--- src/rtl/matrix_stream_sequencer_if.sv ---
// Stream bundle carrying H rows and alpha columns from the sequencer
// to the downstream consumer. Both channels use valid/ready/last.
interface matrix_stream_sequencer_if #(
  parameter int J  = 14,
  parameter int DW = 64
);
  logic [J-1:0]    H_row;
  logic            H_row_tvalid;
  logic            H_row_tready;
  logic            H_row_tlast;
  logic [J*DW-1:0] alpha_u_col;
  logic            alpha_u_col_tvalid;
  logic            alpha_u_col_tready;
  logic            alpha_u_col_tlast;

  modport master (
    output H_row, H_row_tvalid, H_row_tlast,
    output alpha_u_col, alpha_u_col_tvalid, alpha_u_col_tlast,
    input  H_row_tready, alpha_u_col_tready
  );

  modport slave (
    input  H_row, H_row_tvalid, H_row_tlast,
    input  alpha_u_col, alpha_u_col_tvalid, alpha_u_col_tlast,
    output H_row_tready, alpha_u_col_tready
  );
endinterface

--- src/rtl/matrix_stream_sequencer.sv ---
// Run-time loadable H / alpha stream sequencer. Stores an H matrix and a
// set of alpha columns, then replays them frame by frame: all H rows of a
// frame, then all alpha columns, with full tready backpressure.
module matrix_stream_sequencer #(
  parameter int J      = 14,
  parameter int N_ROWS = 7,
  parameter int N_COLS = 2,
  parameter int DW     = 64,
  parameter int FW     = 8
) (
  input  logic                      clk,
  input  logic                      rst_n,
  input  logic                      h_wr_en,
  input  logic [$clog2(N_ROWS):0]   h_wr_addr,
  input  logic [J-1:0]              h_wr_data,
  input  logic                      a_wr_en,
  input  logic [$clog2(N_COLS):0]   a_wr_addr,
  input  logic [J*DW-1:0]           a_wr_data,
  input  logic                      start,
  input  logic                      abort,
  input  logic [FW-1:0]             frames,
  output logic                      busy,
  output logic                      done,
  matrix_stream_sequencer_if.master m
);
  localparam int HAW = $clog2(N_ROWS) + 1;
  localparam int AAW = $clog2(N_COLS) + 1;
  localparam int RW  = (N_ROWS > 1) ? $clog2(N_ROWS) : 1;
  localparam int CW  = (N_COLS > 1) ? $clog2(N_COLS) : 1;
  localparam logic [HAW-1:0] H_LIMIT  = HAW'(N_ROWS);
  localparam logic [AAW-1:0] A_LIMIT  = AAW'(N_COLS);
  localparam logic [RW-1:0]  ROW_LAST = RW'(N_ROWS - 1);
  localparam logic [CW-1:0]  COL_LAST = CW'(N_COLS - 1);
  localparam logic [FW:0]    FRAME_ONE = 1;

  typedef enum logic [1:0] {IDLE, H_SEND, A_SEND, DONE} state_t;

  logic [J-1:0]    h_mem [N_ROWS];
  logic [J*DW-1:0] a_mem [N_COLS];

  state_t          state_reg, state_next;
  logic [RW-1:0]   row_cnt_reg, row_cnt_next, row_inc;
  logic [CW-1:0]   col_cnt_reg, col_cnt_next, col_inc;
  logic [FW-1:0]   frame_cnt_reg, frame_cnt_next;
  logic [FW-1:0]   frames_lat_reg, frames_lat_next;
  logic [FW:0]     frame_inc;
  logic            busy_reg, busy_next;
  logic            done_reg, done_next;
  logic            h_valid_reg, h_valid_next, h_last_reg, h_last_next;
  logic [J-1:0]    h_data_reg, h_data_next;
  logic            a_valid_reg, a_valid_next, a_last_reg, a_last_next;
  logic [J*DW-1:0] a_data_reg, a_data_next;

  // Store writes: only while no run is active and only for in-range addresses.
  always_ff @(posedge clk) begin
    if (rst_n && !busy_reg) begin
      if (h_wr_en && (h_wr_addr < H_LIMIT)) h_mem[h_wr_addr[RW-1:0]] <= h_wr_data;
      if (a_wr_en && (a_wr_addr < A_LIMIT)) a_mem[a_wr_addr[CW-1:0]] <= a_wr_data;
    end
  end

  // State, counters and registered stream outputs.
  always_ff @(posedge clk) begin
    if (!rst_n) begin
      state_reg      <= IDLE;
      row_cnt_reg    <= '0;
      col_cnt_reg    <= '0;
      frame_cnt_reg  <= '0;
      frames_lat_reg <= '0;
      busy_reg       <= 1'b0;
      done_reg       <= 1'b0;
      h_valid_reg    <= 1'b0;
      h_last_reg     <= 1'b0;
      h_data_reg     <= '0;
      a_valid_reg    <= 1'b0;
      a_last_reg     <= 1'b0;
      a_data_reg     <= '0;
    end else begin
      state_reg      <= state_next;
      row_cnt_reg    <= row_cnt_next;
      col_cnt_reg    <= col_cnt_next;
      frame_cnt_reg  <= frame_cnt_next;
      frames_lat_reg <= frames_lat_next;
      busy_reg       <= busy_next;
      done_reg       <= done_next;
      h_valid_reg    <= h_valid_next;
      h_last_reg     <= h_last_next;
      h_data_reg     <= h_data_next;
      a_valid_reg    <= a_valid_next;
      a_last_reg     <= a_last_next;
      a_data_reg     <= a_data_next;
    end
  end

  // Next-state logic; the following beat is preloaded on acceptance so
  // there is no bubble between consecutive beats or between channels.
  always_comb begin
    state_next      = state_reg;
    row_cnt_next    = row_cnt_reg;
    col_cnt_next    = col_cnt_reg;
    frame_cnt_next  = frame_cnt_reg;
    frames_lat_next = frames_lat_reg;
    busy_next       = busy_reg;
    done_next       = 1'b0;
    h_valid_next    = h_valid_reg;
    h_last_next     = h_last_reg;
    h_data_next     = h_data_reg;
    a_valid_next    = a_valid_reg;
    a_last_next     = a_last_reg;
    a_data_next     = a_data_reg;
    row_inc         = row_cnt_reg + RW'(1);
    col_inc         = col_cnt_reg + CW'(1);
    frame_inc       = {1'b0, frame_cnt_reg} + FRAME_ONE;

    case (state_reg)
      IDLE: begin
        if (start && !abort) begin
          frames_lat_next = (frames == '0) ? FW'(1) : frames;
          frame_cnt_next  = '0;
          row_cnt_next    = '0;
          busy_next       = 1'b1;
          h_valid_next    = 1'b1;
          h_data_next     = h_mem[0];
          h_last_next     = (ROW_LAST == '0);
          state_next      = H_SEND;
        end
      end
      H_SEND: begin
        if (h_valid_reg && m.H_row_tready) begin
          if (row_cnt_reg == ROW_LAST) begin
            h_valid_next = 1'b0;
            h_last_next  = 1'b0;
            col_cnt_next = '0;
            a_valid_next = 1'b1;
            a_data_next  = a_mem[0];
            a_last_next  = (COL_LAST == '0);
            state_next   = A_SEND;
          end else begin
            row_cnt_next = row_inc;
            h_data_next  = h_mem[row_inc];
            h_last_next  = (row_inc == ROW_LAST);
          end
        end
      end
      A_SEND: begin
        if (a_valid_reg && m.alpha_u_col_tready) begin
          if (col_cnt_reg == COL_LAST) begin
            a_valid_next   = 1'b0;
            a_last_next    = 1'b0;
            frame_cnt_next = frame_inc[FW-1:0];
            if (frame_inc < {1'b0, frames_lat_reg}) begin
              row_cnt_next = '0;
              h_valid_next = 1'b1;
              h_data_next  = h_mem[0];
              h_last_next  = (ROW_LAST == '0);
              state_next   = H_SEND;
            end else begin
              busy_next  = 1'b0;
              done_next  = 1'b1;
              state_next = DONE;
            end
          end else begin
            col_cnt_next = col_inc;
            a_data_next  = a_mem[col_inc];
            a_last_next  = (col_inc == COL_LAST);
          end
        end
      end
      DONE: begin
        state_next = IDLE;
      end
      default: begin
        state_next = IDLE;
      end
    endcase

    // Abort drops any in-flight beat, even one being accepted this cycle.
    if (abort && (state_reg != IDLE)) begin
      state_next   = IDLE;
      busy_next    = 1'b0;
      done_next    = 1'b0;
      h_valid_next = 1'b0;
      h_last_next  = 1'b0;
      h_data_next  = '0;
      a_valid_next = 1'b0;
      a_last_next  = 1'b0;
      a_data_next  = '0;
    end
  end

  assign busy                 = busy_reg;
  assign done                 = done_reg;
  assign m.H_row              = h_data_reg;
  assign m.H_row_tvalid       = h_valid_reg;
  assign m.H_row_tlast        = h_last_reg;
  assign m.alpha_u_col        = a_data_reg;
  assign m.alpha_u_col_tvalid = a_valid_reg;
  assign m.alpha_u_col_tlast  = a_last_reg;
endmodule

--- src/flat_wrapper.sv ---
// flat-port wrapper written by rule: the top's interface ports become plain ports
module matrix_stream_sequencer_flat 
#(
  parameter int J      = 14,
  parameter int N_ROWS = 7,
  parameter int N_COLS = 2,
  parameter int DW     = 64,
  parameter int FW     = 8
)
  (clk, rst_n, h_wr_en, h_wr_addr, h_wr_data, a_wr_en, a_wr_addr, a_wr_data, start, abort, frames, busy, done, m_H_row, m_H_row_tvalid, m_H_row_tlast, m_alpha_u_col, m_alpha_u_col_tvalid, m_alpha_u_col_tlast, m_H_row_tready, m_alpha_u_col_tready);
  matrix_stream_sequencer_if #(.J(J), .DW(DW)) m_i ();
  input  logic clk;
  input  logic rst_n;
  input  logic h_wr_en;
  input  logic [$clog2(N_ROWS):0] h_wr_addr;
  input  logic [J-1:0] h_wr_data;
  input  logic a_wr_en;
  input  logic [$clog2(N_COLS):0] a_wr_addr;
  input  logic [J*DW-1:0] a_wr_data;
  input  logic start;
  input  logic abort;
  input  logic [FW-1:0] frames;
  output logic busy;
  output logic done;
  output wire logic [$bits(m_i.H_row)-1:0] m_H_row;
  output wire logic [$bits(m_i.H_row_tvalid)-1:0] m_H_row_tvalid;
  output wire logic [$bits(m_i.H_row_tlast)-1:0] m_H_row_tlast;
  output wire logic [$bits(m_i.alpha_u_col)-1:0] m_alpha_u_col;
  output wire logic [$bits(m_i.alpha_u_col_tvalid)-1:0] m_alpha_u_col_tvalid;
  output wire logic [$bits(m_i.alpha_u_col_tlast)-1:0] m_alpha_u_col_tlast;
  input wire logic [$bits(m_i.H_row_tready)-1:0] m_H_row_tready;
  input wire logic [$bits(m_i.alpha_u_col_tready)-1:0] m_alpha_u_col_tready;
  assign m_H_row = m_i.H_row;
  assign m_H_row_tvalid = m_i.H_row_tvalid;
  assign m_H_row_tlast = m_i.H_row_tlast;
  assign m_alpha_u_col = m_i.alpha_u_col;
  assign m_alpha_u_col_tvalid = m_i.alpha_u_col_tvalid;
  assign m_alpha_u_col_tlast = m_i.alpha_u_col_tlast;
  assign m_i.H_row_tready = m_H_row_tready;
  assign m_i.alpha_u_col_tready = m_alpha_u_col_tready;
  matrix_stream_sequencer #(.J(J), .N_ROWS(N_ROWS), .N_COLS(N_COLS), .DW(DW), .FW(FW)) u_core (.clk(clk), .rst_n(rst_n), .h_wr_en(h_wr_en), .h_wr_addr(h_wr_addr), .h_wr_data(h_wr_data), .a_wr_en(a_wr_en), .a_wr_addr(a_wr_addr), .a_wr_data(a_wr_data), .start(start), .abort(abort), .frames(frames), .busy(busy), .done(done), .m(m_i));
endmodule
--- config.mk ---
export PLATFORM = sky130hd
export DESIGN_NAME = matrix_stream_sequencer_flat
export DESIGN_NICKNAME = d
export VERILOG_FILES = /design/src/rtl/matrix_stream_sequencer_if.sv /design/src/rtl/matrix_stream_sequencer.sv /design/src/flat_wrapper.sv
export SDC_FILE = /design/constraint.sdc
export NUM_CORES = 2
export LEC_CHECK = 0
export CAP_MARGIN = 40
export CORE_AREA = 2 2 714 716
export CTS_CLUSTER_DIAMETER = 120
export CTS_CLUSTER_SIZE = 40
export DETAILED_ROUTE_END_ITERATION = 12
export DIE_AREA = 0 0 716 718
export PLACE_DENSITY = 0.38
export SYNTH_ARGS = -nofsm -noshare
export SYNTH_HDL_FRONTEND = slang
export SYNTH_SLANG_ARGS = --single-unit
--- constraint.sdc ---
create_clock -name clk -period 129.8 [get_ports clk]
set_clock_uncertainty 0.1 [all_clocks]
set_input_delay 25.96 -clock clk [delete_from_list [all_inputs] [get_ports clk]]
set_output_delay 25.96 -clock clk [all_outputs]
set_load 0.01 [all_outputs]
==> Flow_metrics.wiki <==
{| class="wikitable"
! Metric !! Value
|-
| Final Routed Wirelength || 445000 microns
|-
| Number of buffer cells added on primary ports || 1847
|-
| H-tree Lvls || 3
|-
| Core Rows || 262
|-
| Slowest cell delay on critical path || 0.81 ns
|-
| Layout Area Growth over Synthesis || 31.4%
|-
| Flip-flop count of the largest register, all copies and words added || 1792
|-
| Syn Nets || 8177
|-
| Post-synth cell types || 46
|-
| Clock input transition at the sequential cells of the worst setup and hold paths || 0.14 ns
|-
| Clk sinks || 2828
|-
| Actual transition at the worst max-transition pin || 1.07 ns
|-
| Fraction of the yosys area taken by sequential cells || 0.771
|-
| Class of the tightest hold or removal check || reg -> reg
|-
| Ratio of final minimum period to clock period || 0.245
|-
| Placeable core area || 507000 sq um
|-
| Initial DRC Count || 4584
|-
| Slowest cell on crit path || sky130_fd_sc_hd__buf_4
|-
| Startpoint-to-endpoint class of the critical path || in -> reg
|-
| Final Instance Area || 129000 sq um
|-
| Share of the core filled with cells in the final layout || 0.254
|-
| Post-synthesis instance total || 7234
|-
| Dominant delay contributor by cell family on the critical path || buffers and inverters
|-
| Clock latency on the worst-skew pair || 0.99 ns
|-
| All-Layer GR Usage || 0.166
|-
| Tmin final || 31.85 ns
|-
| Die Span X || 716 microns
|-
| Final worst-path setup slack || 97.95 ns
|-
| Setup tns final || 0 ns
|-
| RD Place Congestion || 0.862
|-
| Setup repair after global routing missed its margin || no
|-
| Cts hold-fix bufs || 0
|-
| Leakage Power || 39.6 nW
|-
| Root buffer selected by CTS || sky130_fd_sc_hd__clkbuf_16
|-
| Die Area || 514000 sq um
|-
| DP Worst Slack || 96.95 ns
|-
| CP Cell Sequence || clkdlybuf4s50_1 -> buf_4 -> nor2b_1 -> nor4bb_4 -> buf_4 -> buf_4 -> buf_4 -> buf_4 -> buf_4 -> buf_16 -> buf_4 -> buf_12
|-
| Fraction of registers with async set/reset || 0
|-
| Result of the run || finished clean
|-
| CP Launch Point || rst_n
|-
| Total number of vias || 65300
|-
| Cell Area, Placed || 124000 sq um
|-
| Number of iterations in the first detailed-routing pass || 5
|-
| Number of nets in the finished design || 9751
|-
| Largest net degree at the start of global routing || 199
|-
| Worst Setup End Kind || register
|-
| Starting density of the core || 0.193
|-
| Final-report setup violation count || 0
|-
| Antenna violations before repair || 238
|-
| #FFs+latches synth || 2828
|-
| Buffer levels on the longest clock path || 4
|-
| Share of post-route cells with drive strength above 1 || 0.0399
|-
| Kind of start point of the critical path || input pin
|-
| Detail-routed net length per standard cell || 28.4 microns
|-
| Clock buffer count from CTS || 108
|-
| Post-synth top flop || sky130_fd_sc_hd__edfxtp_1
|-
| Peak Freq || 31.4 MHz
|-
| Worst-case headroom to the max-slew limit || 0.287
|-
| Clock tree from TritonCTS || done
|-
| CTS-repair resized insts || 0
|-
| Pins over their slew limit || 0
|-
| Overall overflow remaining after global route || 0
|-
| Count of boundary I/O pins || 1848
|-
| Number of global-route vias before repair || 63700
|-
| Avg Inst Size Synth || 13.5 sq um
|-
| Overall die height || 718 microns
|-
| Area of the mapped netlist || 97900 sq um
|-
| Total power divided by cell area || 11.9 nW/um^2
|-
| Required time at the endpoint of the critical path || 130.32 ns
|-
| Arrival @ worst endpoint || 32.37 ns
|-
| Wire length of the first global-routing pass || 590000 microns
|-
| Final Hold Violating Endpoints || 0
|-
| Number of setup buffers added after CTS || 0
|-
| Total of warnings raised by yosys || 0
|-
| Peak ir drop on the vdd network || 0.00916 mV
|-
| Source of the worst register-to-register timing path || u_core.state_reg[0]$_SDFFE_PP0P_
|-
| Number of buffer and inverter stages on the critical path || 10
|-
| Routed vias/inst || 4.16
|-
| Final HPWL from detailed placement || 335000 microns
|-
| Source of the worst hold timing path || u_core.m.H_row[3]$_SDFFE_PP0P_
|-
| Most repeated library cell on the critical path || sky130_fd_sc_hd__buf_4
|-
| Max-Cap Viols || 0
|-
| Count of unresolved DRC violations after routing || 0
|-
| Crit Path Max Fanout || 57
|-
| Antenna violation net count after detailed routing || 0
|-
| Number of flops mapped to enable cells by yosys || 1890
|}
==> routing by layer <==
metal / vias to the layer above / GRT usage / part of all wire
li1: 29500 / - / -
met5: - / 0 / 0.0019
met2: 2022 / 0.294 / 0.50
met3: 580 / 0.0608 / 0.089
met1: 33000 / 0.185 / 0.38
met4: 130 / 0.0497 / 0.033
==> cells in the mapped netlist, types with 7 or more instances <==
library cell | number | area [sq um]
sky130_fd_sc_hd__clkbuf_1 | 298 | 1120
sky130_fd_sc_hd__a21oi_1 | 15 | 75.1
sky130_fd_sc_hd__buf_1 | 16 | 60.1
sky130_fd_sc_hd__nor2_1 | 928 | 3480
sky130_fd_sc_hd__dfxtp_1 | 938 | 18800
sky130_fd_sc_hd__mux2i_1 | 14 | 140
sky130_fd_sc_hd__nand3_1 | 26 | 130
sky130_fd_sc_hd__a211oi_1 | 29 | 218
sky130_fd_sc_hd__nand2_1 | 1820 | 6830
sky130_fd_sc_hd__a311oi_1 | 896 | 7850
sky130_fd_sc_hd__o21ai_0 | 28 | 140
sky130_fd_sc_hd__ha_1 | 11 | 138
sky130_fd_sc_hd__o31ai_1 | 17 | 128
sky130_fd_sc_hd__buf_2 | 154 | 771
sky130_fd_sc_hd__a21boi_0 | 7 | 52.6
sky130_fd_sc_hd__edfxtp_1 | 1890 | 56800
sky130_fd_sc_hd__mux4_2 | 14 | 315
sky130_fd_sc_hd__buf_4 | 56 | 420
sky130_fd_sc_hd__nor2b_1 | 8 | 50.1
sky130_fd_sc_hd__inv_1 | 10 | 37.5
==> tightest hold or removal path, delay by kind of cell, from the launching register on <==
kind,cells,cell delay [ns]
DFF,1,0.34
and+or+nand+nor,1,0.06
AOI/OAI and AO/OA,1,0.06
==> stage by stage <==
step,hold WS (ns),cells,total power [mW]
floorplan,0.343,7234,1.03
global placement,0.363,15400,1.05
detailed placement,0.367,15400,1.06
CTS,0.387,15600,1.56
global route,0.402,15600,1.59
finish,0.383,15700,1.54
==> logic make-up (layout without fill, tap and decap cells) <==
logic type               Yosys count  after routing  synth area share
flip-flops                      2828           2828             0.771
AO/OA/AOI/OAI                   1007           1007            0.0876
buffers and inverters            537           2195            0.0249
AND/OR/NAND/NOR                 2815           2815             0.109
multiplexers                      29             29           0.00477
other                              0             67                 0
XOR/XNOR                           7              7          0.000626
adder cells (fa/ha/maj)           11             11           0.00141
==> path summary, 6_finish.rpt <==
kind / end / slack [ns] / cells after the start
min reg2reg: u_core.m.H_row[3]$_SDFFE_PP0P_ / 0.38 / 2
min: u_core.m.H_row[3]$_SDFFE_PP0P_ / 0.38 / 2
max reg2reg: u_core.m.alpha_u_col[273]$_SDFFE_PP0P_ / 123.24 / 10
max: u_core.a_mem[0][503]$_DFFE_PP_ / 97.95 / 12
==> layout make-up <==
class,count,area [sq um]
Multi-Input combinational cell,3869,20000
Clock inverter,72,1230
Tap cell,6732,8420
Clock buffer,122,2800
Inverter,11,41.3
Timing Repair Buffer,1990,20500
Antenna cell,67,168
Fill cell,52700,378000
Sequential cell,2828,75500
==> placed cells by master (no fill, tap or decap), types with 7 or more instances in the layout <==
| cell type | instances |
|---|---|
| sky130_fd_sc_hd__edfxtp_1 | 1890 |
| sky130_fd_sc_hd__clkbuf_1 | 11 |
| sky130_fd_sc_hd__nand3_1 | 26 |
| sky130_fd_sc_hd__inv_12 | 10 |
| sky130_fd_sc_hd__inv_1 | 10 |
| sky130_fd_sc_hd__dfxtp_1 | 938 |
| sky130_fd_sc_hd__a21oi_1 | 14 |
| sky130_fd_sc_hd__buf_12 | 16 |
| sky130_fd_sc_hd__diode_2 | 67 |
| sky130_fd_sc_hd__nor2_1 | 923 |
| sky130_fd_sc_hd__a311oi_1 | 896 |
| sky130_fd_sc_hd__ha_1 | 10 |
| sky130_fd_sc_hd__a211oi_1 | 29 |
| sky130_fd_sc_hd__o21ai_0 | 28 |
| sky130_fd_sc_hd__a21boi_0 | 7 |
| sky130_fd_sc_hd__nand2_1 | 1819 |
| sky130_fd_sc_hd__clkinv_8 | 10 |
| sky130_fd_sc_hd__mux4_2 | 14 |
| sky130_fd_sc_hd__clkbuf_16 | 109 |
| sky130_fd_sc_hd__clkdlybuf4s50_1 | 1847 |
| sky130_fd_sc_hd__mux2i_1 | 14 |
| sky130_fd_sc_hd__clkinv_16 | 15 |
| sky130_fd_sc_hd__nor2b_1 | 7 |
| sky130_fd_sc_hd__buf_4 | 88 |
| sky130_fd_sc_hd__o31ai_1 | 17 |
| sky130_fd_sc_hd__buf_16 | 33 |
==> report_power, final <==
part | switching (mW) | total [mW] | internal [mW]
sequential | 0.00284 | 0.974 | 0.972
combinational | 0.0308 | 0.0604 | 0.0296
clock | 0.321 | 0.503 | 0.182
Power figures use the tool's default switching activity.
